$ cat src/rtl/fairy_sram_arbiter.sv
// fairy_sram_arbiter: shares one single-port synchronous SRAM between fetch and the memory stage.
// Ports: clk, reset_n (async, active-low);
//   fetch side  inst_req_i/inst_addr_i -> inst_gnt_o, inst_rvalid_o, inst_rdata_o, fetch_stall_o; flush_i cancels fetch;
//   data side   data_req_i/data_wen_i/data_addr_i/data_wdata_i -> data_gnt_o, data_rvalid_o, data_rdata_o;
//   SRAM side   ram_en_o/ram_wen_o/ram_addr_o/ram_wdata_o, ram_rdata_i (one-cycle read latency).
module fairy_sram_arbiter #(
    parameter int FAIR_LIMIT = 4
) (
    input  logic        clk,
    input  logic        reset_n,
    input  logic        inst_req_i,
    input  logic [31:0] inst_addr_i,
    output logic        inst_gnt_o,
    output logic        inst_rvalid_o,
    output logic [31:0] inst_rdata_o,
    output logic        fetch_stall_o,
    input  logic        flush_i,
    input  logic        data_req_i,
    input  logic [3:0]  data_wen_i,
    input  logic [31:0] data_addr_i,
    input  logic [31:0] data_wdata_i,
    output logic        data_gnt_o,
    output logic        data_rvalid_o,
    output logic [31:0] data_rdata_o,
    output logic        ram_en_o,
    output logic [3:0]  ram_wen_o,
    output logic [31:0] ram_addr_o,
    output logic [31:0] ram_wdata_o,
    input  logic [31:0] ram_rdata_i
);
    localparam logic [2:0] LIMIT = 3'(FAIR_LIMIT);
    typedef enum logic [1:0] {IDLE, INST_RD, DATA_RD} resp_t;
    resp_t      resp, resp_nxt;
    logic [2:0] run_cnt;
    logic       data_win;
    // Data wins unless fetch has waited through LIMIT data grants; a flush
    // removes fetch from contention so data goes regardless of the count.
    always_comb begin
        data_win      = reset_n & data_req_i & (~inst_req_i | flush_i | (run_cnt < LIMIT));
        data_gnt_o    = data_win;
        inst_gnt_o    = reset_n & inst_req_i & ~flush_i & ~data_win;
        fetch_stall_o = reset_n & inst_req_i & ~inst_gnt_o;
        ram_en_o      = data_win | inst_gnt_o;
        ram_wen_o     = data_win ? data_wen_i : 4'd0;
        ram_addr_o    = data_win ? data_addr_i : inst_gnt_o ? inst_addr_i : 32'd0;
        ram_wdata_o   = data_win ? data_wdata_i : 32'd0;
    end
    always_ff @(posedge clk or negedge reset_n) begin
        if (!reset_n)
            run_cnt <= 3'd0;
        else if (data_win && inst_req_i)
            run_cnt <= (run_cnt == LIMIT) ? run_cnt : run_cnt + 3'd1;
        else if (inst_gnt_o || !inst_req_i)
            run_cnt <= 3'd0;
    end
    always_ff @(posedge clk or negedge reset_n) begin
        if (!reset_n)
            resp <= IDLE;
        else
            resp <= resp_nxt;
    end
    // Writes complete at grant, so only reads leave a response in flight.
    always_comb begin
        resp_nxt = inst_gnt_o ? INST_RD : (data_win && data_wen_i == 4'd0) ? DATA_RD : IDLE;
    end
    always_comb begin
        inst_rvalid_o = (resp == INST_RD) & ~flush_i;
        inst_rdata_o  = inst_rvalid_o ? ram_rdata_i : 32'd0;
        data_rvalid_o = (resp == DATA_RD);
        data_rdata_o  = data_rvalid_o ? ram_rdata_i : 32'd0;
    end
endmodule

$ cat config.mk
export PLATFORM = sky130hd
export DESIGN_NAME = fairy_sram_arbiter
export DESIGN_NICKNAME = d
export VERILOG_FILES = /design/src/rtl/fairy_sram_arbiter.sv
export SDC_FILE = /design/constraint.sdc
export NUM_CORES = 1
export LEC_CHECK = 0
export CORE_AREA = 2 2 106 108
export DETAILED_ROUTE_END_ITERATION = 16
export DIE_AREA = 0 0 108 110
export SYNTH_ARGS = -nofsm -noshare
export SYNTH_HDL_FRONTEND = slang
export SYNTH_SLANG_ARGS = --single-unit
$ cat constraint.sdc
create_clock -name clk -period 2 [get_ports clk]
set_input_delay 0.3 -clock clk [delete_from_list [all_inputs] [get_ports clk]]
set_output_delay 0.3 -clock clk [all_outputs]
set_load 0.005 [all_outputs]
### Word level (Yosys, flattened, before mapping)

Cells that the tools add are included.

| operators by class | value |
|---|---|
| bitwise operators | 14 |
| magnitude comparators | 1 |
| reduce and logical (&&, ||, !) cells | 7 |
| add/subtract/negate cells | 1 |
| equality and inequality tests | 4 |
| multiplexer cells | 11 |

Operator list:

| operator | number |
|---|---|
| 32-bit two-way mux | 5 |
| 3-bit two-way mux | 3 |
| 1-bit bitwise AND | 7 |
| 4-bit zero test | 1 |
| 2-bit two-way mux | 2 |
| 4-bit two-way mux | 1 |
| 1-bit NOT | 4 |
| 3-bit by 1-bit adder with 3-bit output, second input constant | 1 |
| 3-bit == test, second input constant | 1 |
| 3-bit less-than comparator, second input constant | 1 |
| 1-bit bitwise OR | 3 |
| 2-bit by 1-bit == test with 1-bit output, second input constant | 1 |
| 2-bit == test, second input constant | 1 |
| 1-bit logical AND | 2 |
| 2-bit inequality test, second input constant | 1 |
| 2-bit AND reduction | 1 |
| 2-bit nonzero test | 1 |
| 1-bit zero test | 1 |
| 1-bit logical OR | 1 |

| storage, ports and cells | value |
|---|---|
| word-level logic and storage cells | 40 |
| input bits | 137 |
| flip-flop bits (word level) | 5 |

### Depth between registers and ports, before layout

Gate-level depths: netlist of the first run.

| logic depth | value |
|---|---|
| depth in word-level cells | 9 |
| depth in mapped cells | 5 |
| mapped depth without buffers | 5 |

### Worst setup path before layout of the first run

No wires, ideal clock.

| timing path | value |
|---|---|
| path type | register -> output |
| from | register run_cnt[2] |
| to | output port ram_addr_o[23] |
| buffers on the path | 2 |
| path slack | 0.373 ns |
| arrival time | 1.327 ns |
| data required time | 1.700 ns |
| stages on the path, launching flop included | 6 |
| cell sequence | dfrtp_1 -> buf_6 -> inv_4 -> a2111oi_4 -> buf_6 -> a22o_1 |

| between the ends | value |
|---|---|
| word-level cells in the longest chain between the ends | 7 |

Ends and longest elaborated chain:

| element | RTL line | RTL |
|---|---|---|
| from (decl) | 34 | `logic [2:0] run_cnt;` |
| from (signal assigned) | 52 | `run_cnt <= (run_cnt == LIMIT) ? run_cnt : run_cnt + 3'd1;` |
| 3-bit less-than comparator | 39 | `data_win = reset_n & data_req_i & (~inst_req_i \| flush_i \| (run_cnt < LIMIT));` |
| 1-bit bitwise OR | 39 |  |
| 1-bit bitwise AND | 39 |  |
| 1-bit NOT | 41 | `inst_gnt_o = reset_n & inst_req_i & ~flush_i & ~data_win;` |
| 1-bit bitwise AND | 41 |  |
| net inst_gnt_o | 13 | `output logic inst_gnt_o,` |
| 32-bit two-way mux (2 in a row) | 45 | `ram_addr_o = data_win ? data_addr_i : inst_gnt_o ? inst_addr_i : 32'd0;` |
| to (decl) | 27 | `output logic [31:0] ram_addr_o,` |

The timed path passes the listed nets, and every way through them passes these cells.

### Final worst setup path of the first run

| timing path | value |
|---|---|
| from | register run_cnt[2] |
| to | output port ram_wdata_o[22] |

| between the ends | value |
|---|---|
| word-level cells in the longest chain between the ends | 4 |

Ends and longest elaborated chain:

| element | RTL line | RTL |
|---|---|---|
| 3-bit less-than comparator | 39 |  |
| 1-bit bitwise OR | 39 |  |
| 1-bit bitwise AND | 39 |  |
| 32-bit two-way mux | 46 | `ram_wdata_o = data_win ? data_wdata_i : 32'd0;` |
| to (decl) | 28 | `output logic [31:0] ram_wdata_o,` |

Every way passes these cells.

==> impl_metrics.py, run 1 <==
metrics = {
    "run_status": {
        "status": "finished, violations left",
        "violations": "setup timing",
    },
    "detailed_routing": {
        "drt_wl_total_um": 11630,
        "drtIter0Drc": 76,
        "via_per_inst": 4.166,
        "avgRoutedWirePerCell_um": 18.17,
        "final_antenna_net_count": 0,
        "drc": 0,
        "routed-via-count": 2666,
        "dr.pass1.iters": 4,
    },
    "timing": {
        "period_share_pct": 107.3,
        "skew_ns": 0.0009732,
        "max_clock_freq_ghz": 0.4661,
        "final.setup.worst_slack_ns": -0.1453,
        "maxSlewViolCount": 0,
        "tightest_slew_ns": 0.3694,
        "slew_headroom_pct": 75.15,
        "rsz0062_at_grt": "yes",
        "fin_crit_ns": 2.145,
        "setup_violations": 14,
        "hold_viol": 0,
    },
    "synthesis": {
        "yosysSeqAreaShare_pct": 9.083,
        "synth_area_per_cell_um2": 7.328,
        "synth_seq_cells": 5,
        "synth_top_area_share_pct": 45.87,
        "synth_common_cells": "and2_1, a22o_1, clkbuf_1",
        "synth_area_mm2": 0.001378,
        "postSynthCellCount": 188,
        "synth_area_leaders": "and2_1, a22o_1, dfrtp_1, buf_6, clkbuf_1",
        "yosys.cell_types.count": 26,
        "synth_area_leader_cell": "and2_1",
        "yosys_warnings": 0,
        "async_reset_ff_share_pct": 100.0,
        "synth_edf_count": 0,
        "synth_ff_type": "dfrtp_1",
        "syn_nets": 327,
        "synth_most_common_cell": "and2_1",
    },
    "worst_setup_path": {
        "cp.required_ns": 1.70,
        "cp-start-kind": "register",
        "end_kind": "output port",
        "crit_top_cell": "buf_6",
        "worstPathArrival_ns": 1.85,
        "crit_chain": "buf_6 -> a21oi_4 -> buf_6 -> buf_16 -> and2_1 -> clkdlybuf4s50_1",
        "critical_path_peak_fanout": 15,
        "critical_path_class": "register to output port",
        "cp_num_buf_inv": 4,
        "cp.depth": 6,
        "reg2reg_from": "run_cnt[0]",
        "reg2reg_slack_ns": 0.45,
        "critPathTopFamily": "buffers and inverters",
        "crit_start": "run_cnt[2]",
        "slowest_stage": "clkdlybuf4s50_1",
        "cp_slowest_stage_delay_ns": 0.49,
        "r2r_cells": 5,
    },
    "power_and_ir_drop": {
        "powerDensity_mw_per_mm2": 189.9,
        "ir_worst_vdd_v": 0.0001090,
        "p_leak_nw": 2.866,
    },
    "grt": {
        "grt_pass1_wl_um": 15500,
        "track_usage_pct": 17.67,
        "overflow": 0,
        "antenna_found_initial": 0,
        "grt_pass1_vias": 2598,
        "grt_max_degree": 34,
    },
    "final_layout": {
        "final_area_mm2": 0.004838,
        "area_growth_pct": 251.2,
        "nets": 639,
        "post-route-util_pct": 45.23,
        "fillers": 1074,
        "drive_gt1_share_pct": 24.05,
    },
    "die": {
        "placeableCoreArea_mm2": 0.01070,
        "die_h_um": 110,
        "start_util_pct": 12.88,
        "fp.dieW_um": 108,
        "boundaryPins": 275,
        "core.rowCount": 38,
        "fp.dieArea_mm2": 0.01188,
    },
    "clock_network": {
        "root_buffer": "clkbuf_8",
        "cts_tree": "built",
        "cts.sinks": 5,
        "numCtsBuffers": 3,
        "path_clk_slew_ns": 0.03,
        "insertion_delay_ns": 0.22,
        "cts_max_path_buffers": 2,
        "cts_htree_levels": 1,
    },
    "placed_design": {
        "dp_hpwl_um": 8640,
        "portBuffers": 274,
        "place_ws_ns": -0.7026,
        "place_congestion": 0.8249,
        "post_dp_cell_area_mm2": 0.004357,
    },
    "job": {
        "cap_violations": 0,
    },
    "hold_path": {
        "hold_path_class": "primary input to asynchronous set/reset pin",
    },
}
kinds of logic (layout without fill, tap and decap cells):
| logic type | after synthesis | after routing | synth area share [%] |
|---|---|---|---|
| AND/OR/NAND/NOR | 116 | 116 | 52.13 |
| AO/OA/AOI/OAI | 43 | 43 | 28.25 |
| buffers and inverters | 22 | 333 | 8.719 |
| flip-flops | 5 | 5 | 9.083 |
| adder cells (fa/ha/maj) | 2 | 2 | 1.816 |
| other | 0 | 1 | 0 |
report_power, final:
part | switching, mW | internal, mW | total, mW
Sequential | 0.00233 | 0.104 | 0.106
Combinational | 0.195 | 0.432 | 0.627
Clock | 0.0485 | 0.137 | 0.185
sequential cells by signal (all words and copies together), names as in the netlist:
signal	cells
run_cnt	3
resp	2
what timing repair did:
item / CTS / global route
cloned: 8 / 3
hold buffers: 0 / 0
setup buffers: 16 / 13
gates resized for setup: 199 / 116
pin swaps: 6 / 20
endpoints found under the setup margin: 105 / 95
through the flow:
step	total power, mW	setup TNS [ns]	hold slack [ns]	instances
6_report	0.9187	-0.6594	0.1970	640
3_5_place_dp	0.7135	-47.86	0.5554	598
3_3_place_gp	0.7096	-46.70	0.5566	598
4_1_cts	0.9450	-6.882	0.1761	626
5_1_grt	0.9744	-2.400	0.1999	639
2_1_floorplan	0.2277	0	0.004409	188
cells in the final DEF, fill, tap and decap left out, drive strengths merged:
cell type      count
a211o              1
nor2               2
nand2              1
and2             101
inv                5
a2111oi            1
o31a               2
nor4               2
clkbuf            24
nand3              1
dlymetal6s2s      43
nor3b              2
a2111o             1
clkdlybuf4s15     15
buf               78
nor2b              4
and3               1
nand2b             1
a22o              32
ha                 2
nor3               1
bufbuf             2
dfrtp              5
a21bo              1
a21oi              3
o31ai              2
dlygate4sd2       17
diode              1
clkdlybuf4s50    149
layer usage:
layer | GRT usage [%] | wire length (µm) | vias up
met1 | 18.76 | 4206 | 1220
met5 | 0 | 0 | -
li1 | - | - | 1270
met2 | 32.26 | 5885 | 167
met4 | 4.121 | 150 | 0
met3 | 7.819 | 1389 | 9
path summary, 6_finish.rpt:
kind | end
worst max-delay path | ram_wdata_o[22]
worst min-delay path | run_cnt[2]
worst max register to register | run_cnt[2]
worst min register to register | run_cnt[1]
max in group asynchronous | resp[1]
min in group clk | run_cnt[2]
area by class of cell:
| type | instances | area, µm² | share of cell area, % |
|---|---|---|---|
| Inverter | 5 | 21.27 | 0.4396 |
| Sequential cell | 5 | 125.1 | 2.586 |
| Timing Repair Buffer | 324 | 3269 | 67.57 |
| Clock buffer | 4 | 45.04 | 0.9310 |
| Antenna cell | 1 | 2.502 | 0.05172 |
| Multi-Input combinational cell | 161 | 1200 | 24.80 |
| Tap cell | 140 | 175.2 | 3.620 |
No activity file was read; power rests on OpenSTA's default activity.
==> run 2: changes to the inputs <==
--- a/config.mk
+++ b/config.mk
@@ -8,6 +8,7 @@
 export CORE_AREA = 2 2 106 108
 export DETAILED_ROUTE_END_ITERATION = 16
 export DIE_AREA = 0 0 108 110
+export PLACE_DENSITY_LB_ADDON = 0.15
 export SYNTH_ARGS = -nofsm -noshare
 export SYNTH_HDL_FRONTEND = slang
 export SYNTH_SLANG_ARGS = --single-unit
==> impl_metrics.py, run 2 (synthesis gave the netlist of run 1 again) <==
metrics = {
    "clock_network": {
        "path_clk_slew_ns": 0.03,
        "cts_htree_levels": 1,
        "insertion_delay_ns": 0.22,
        "cts_max_path_buffers": 2,
        "numCtsBuffers": 3,
        "cts_tree": "built",
        "cts.sinks": 5,
        "ctsHoldBuffers": 0,
        "root_buffer": "clkbuf_8",
    },
    "detailed_routing": {
        "dr.pass1.iters": 4,
        "drtIter0Drc": 53,
        "drc": 0,
        "avgRoutedWirePerCell_um": 17.01,
        "routed-via-count": 2598,
        "final_antenna_net_count": 0,
        "via_per_inst": 4.091,
        "drt_wl_total_um": 10800,
    },
    "timing": {
        "setup_violations": 0,
        "tightest_slew_ns": 0.2983,
        "fin_crit_ns": 1.975,
        "max_clock_freq_ghz": 0.5063,
        "period_share_pct": 98.76,
        "maxSlewViolCount": 0,
        "hold_viol": 0,
        "skew_ns": 0.00001323,
        "rsz0062_at_grt": "yes",
        "setup_tns_ns": 0,
        "slew_headroom_pct": 79.93,
    },
    "final_layout": {
        "multi_input_area_mm2": 0.001171,
        "seq_area_um2": 125.1,
        "largest_reg_flops": 3,
        "insertedDiodeCount": 0,
        "drive_gt1_share_pct": 24.44,
        "nets": 635,
        "area_growth_pct": 243.2,
        "layout_common_cells": "clkdlybuf4s50_1, and2_1, buf_2",
        "top_regs": "run_cnt (3), resp (2)",
        "fillers": 1103,
        "regMostFlops": "run_cnt",
        "final_common_cell": "clkdlybuf4s50_1",
    },
    "die": {
        "boundaryPins": 275,
        "fp.dieArea_mm2": 0.01188,
        "start_util_pct": 12.88,
        "placeableCoreArea_mm2": 0.01070,
        "core.rowCount": 38,
        "die_h_um": 110,
        "fp.dieW_um": 108,
    },
    "worst_setup_path": {
        "critical_path_class": "register to output port",
        "slowest_stage": "dfrtp_1",
        "cp_slowest_stage_delay_ns": 0.39,
        "critical_path_peak_fanout": 8,
        "r2r_cells": 5,
        "crit_chain": "inv_4 -> a2111oi_4 -> buf_6 -> buf_4 -> buf_16 -> a22o_1 -> clkdlybuf4s15_2",
        "reg2reg_slack_ns": 0.48,
        "worstPathArrival_ns": 1.68,
        "end_kind": "output port",
        "cp.required_ns": 1.70,
        "cp-start-kind": "register",
    },
    "grt": {
        "overflow": 0,
        "grt_max_degree": 34,
        "track_usage_pct": 16.11,
        "grt_pass1_vias": 2526,
        "antenna_found_initial": 0,
        "grt_pass1_wl_um": 14450,
    },
    "job": {
        "cap_violations": 0,
    },
    "power_and_ir_drop": {
        "p_leak_nw": 2.820,
        "ir_worst_vdd_v": 0.0001344,
        "total_power_mw": 0.8973,
        "powerDensity_mw_per_mm2": 189.8,
    },
    "placed_design": {
        "dp_hpwl_um": 8491,
        "place_congestion": 0.7768,
        "portBuffers": 274,
    },
    "hold_path": {
        "hold_path_class": "primary input to asynchronous set/reset pin",
    },
    "run_status": {
        "status": "completed",
    },
}
==> run 2: cell count changes in the layout (fill, tap and decap cells not counted), sizes merged <==
| cell | previous run | this run |
|---|---|---|
| dlygate4sd2 | 17 | 38 |
| clkdlybuf4s50 | 149 | 134 |
| buf | 78 | 90 |
| dlymetal6s2s | 43 | 33 |
| clkbuf | 24 | 15 |
| clkdlybuf4s15 | 15 | 12 |
| diode | 1 | 0 |
==> run 2: worst paths after layout <==
check,start,to
worst min register to register,run_cnt[1],run_cnt[1]
min in group clk,inst_req_i,run_cnt[2]
worst max register to register,run_cnt[0],run_cnt[2]
worst min-delay path,reset_n,run_cnt[1]
worst max-delay path,run_cnt[2],ram_addr_o[31]
max in group asynchronous,reset_n,run_cnt[0]
==> run 2: cell type report <==
| type | count | area share (%) |
|---|---|---|
| repair buffers | 320 | 67.48 |
| multi-input cells | 161 | 24.77 |
| well taps | 140 | 3.705 |
| flip-flops and latches | 5 | 2.646 |
| clock buffers | 4 | 0.9526 |
| inverters | 5 | 0.4499 |
==> run 2: critical path: cells and delay by family (launching register included) <==
family	cells	cell delay, ns
compound gates	2	0.41
buf+inv	5	0.65
flops	1	0.39
==> run 2: through the flow <==
stage,cells,area [µm²],utilization [%],hold WS [ns],setup WS (ns)
after detailed placement,601,4379,40.94,0.5519,-0.6454
after global placement,601,4379,40.94,0.5498,-0.6441
final,635,4728,44.20,0.1887,0.02480
after CTS,629,4588,42.89,0.1730,-0.1132
after global routing,635,4728,44.20,0.2152,-0.05881
after floorplan,188,1378,-,0.004409,0.3730
==> run 2: power breakdown <==
part / internal (mW) / switching (mW)
combinational: 0.421 / 0.186
sequential: 0.104 / 0.00230
clock: 0.137 / 0.0479
==> run 2: timing repair <==
action,in CTS,in global routing
setup buffers,18,8
cloned,7,3
endpoints found under the hold margin,0,0
gates resized for setup,298,69
endpoints found under the setup margin,105,91
pin swaps,3,4
==> run 2: per-layer routing <==
metal,vias to the layer above,part of all wire (%),GRT usage [%]
li1,1265,-,-
met1,1163,30,14.38
met2,159,56,33.51
met3,11,12,6.584
met4,0,1.7,3.297
met5,-,0,0
==> run 3: changes to the inputs <==
--- a/config.mk
+++ b/config.mk
@@ -8,7 +8,7 @@
 export CORE_AREA = 2 2 106 108
 export DETAILED_ROUTE_END_ITERATION = 16
 export DIE_AREA = 0 0 108 110
-export PLACE_DENSITY_LB_ADDON = 0.15
 export SYNTH_ARGS = -nofsm -noshare
 export SYNTH_HDL_FRONTEND = slang
 export SYNTH_SLANG_ARGS = --single-unit
+export TNS_END_PERCENT = 100
==> results of run 3 <==
No change in the layout: final DEF, timing and power equal those of run 1.
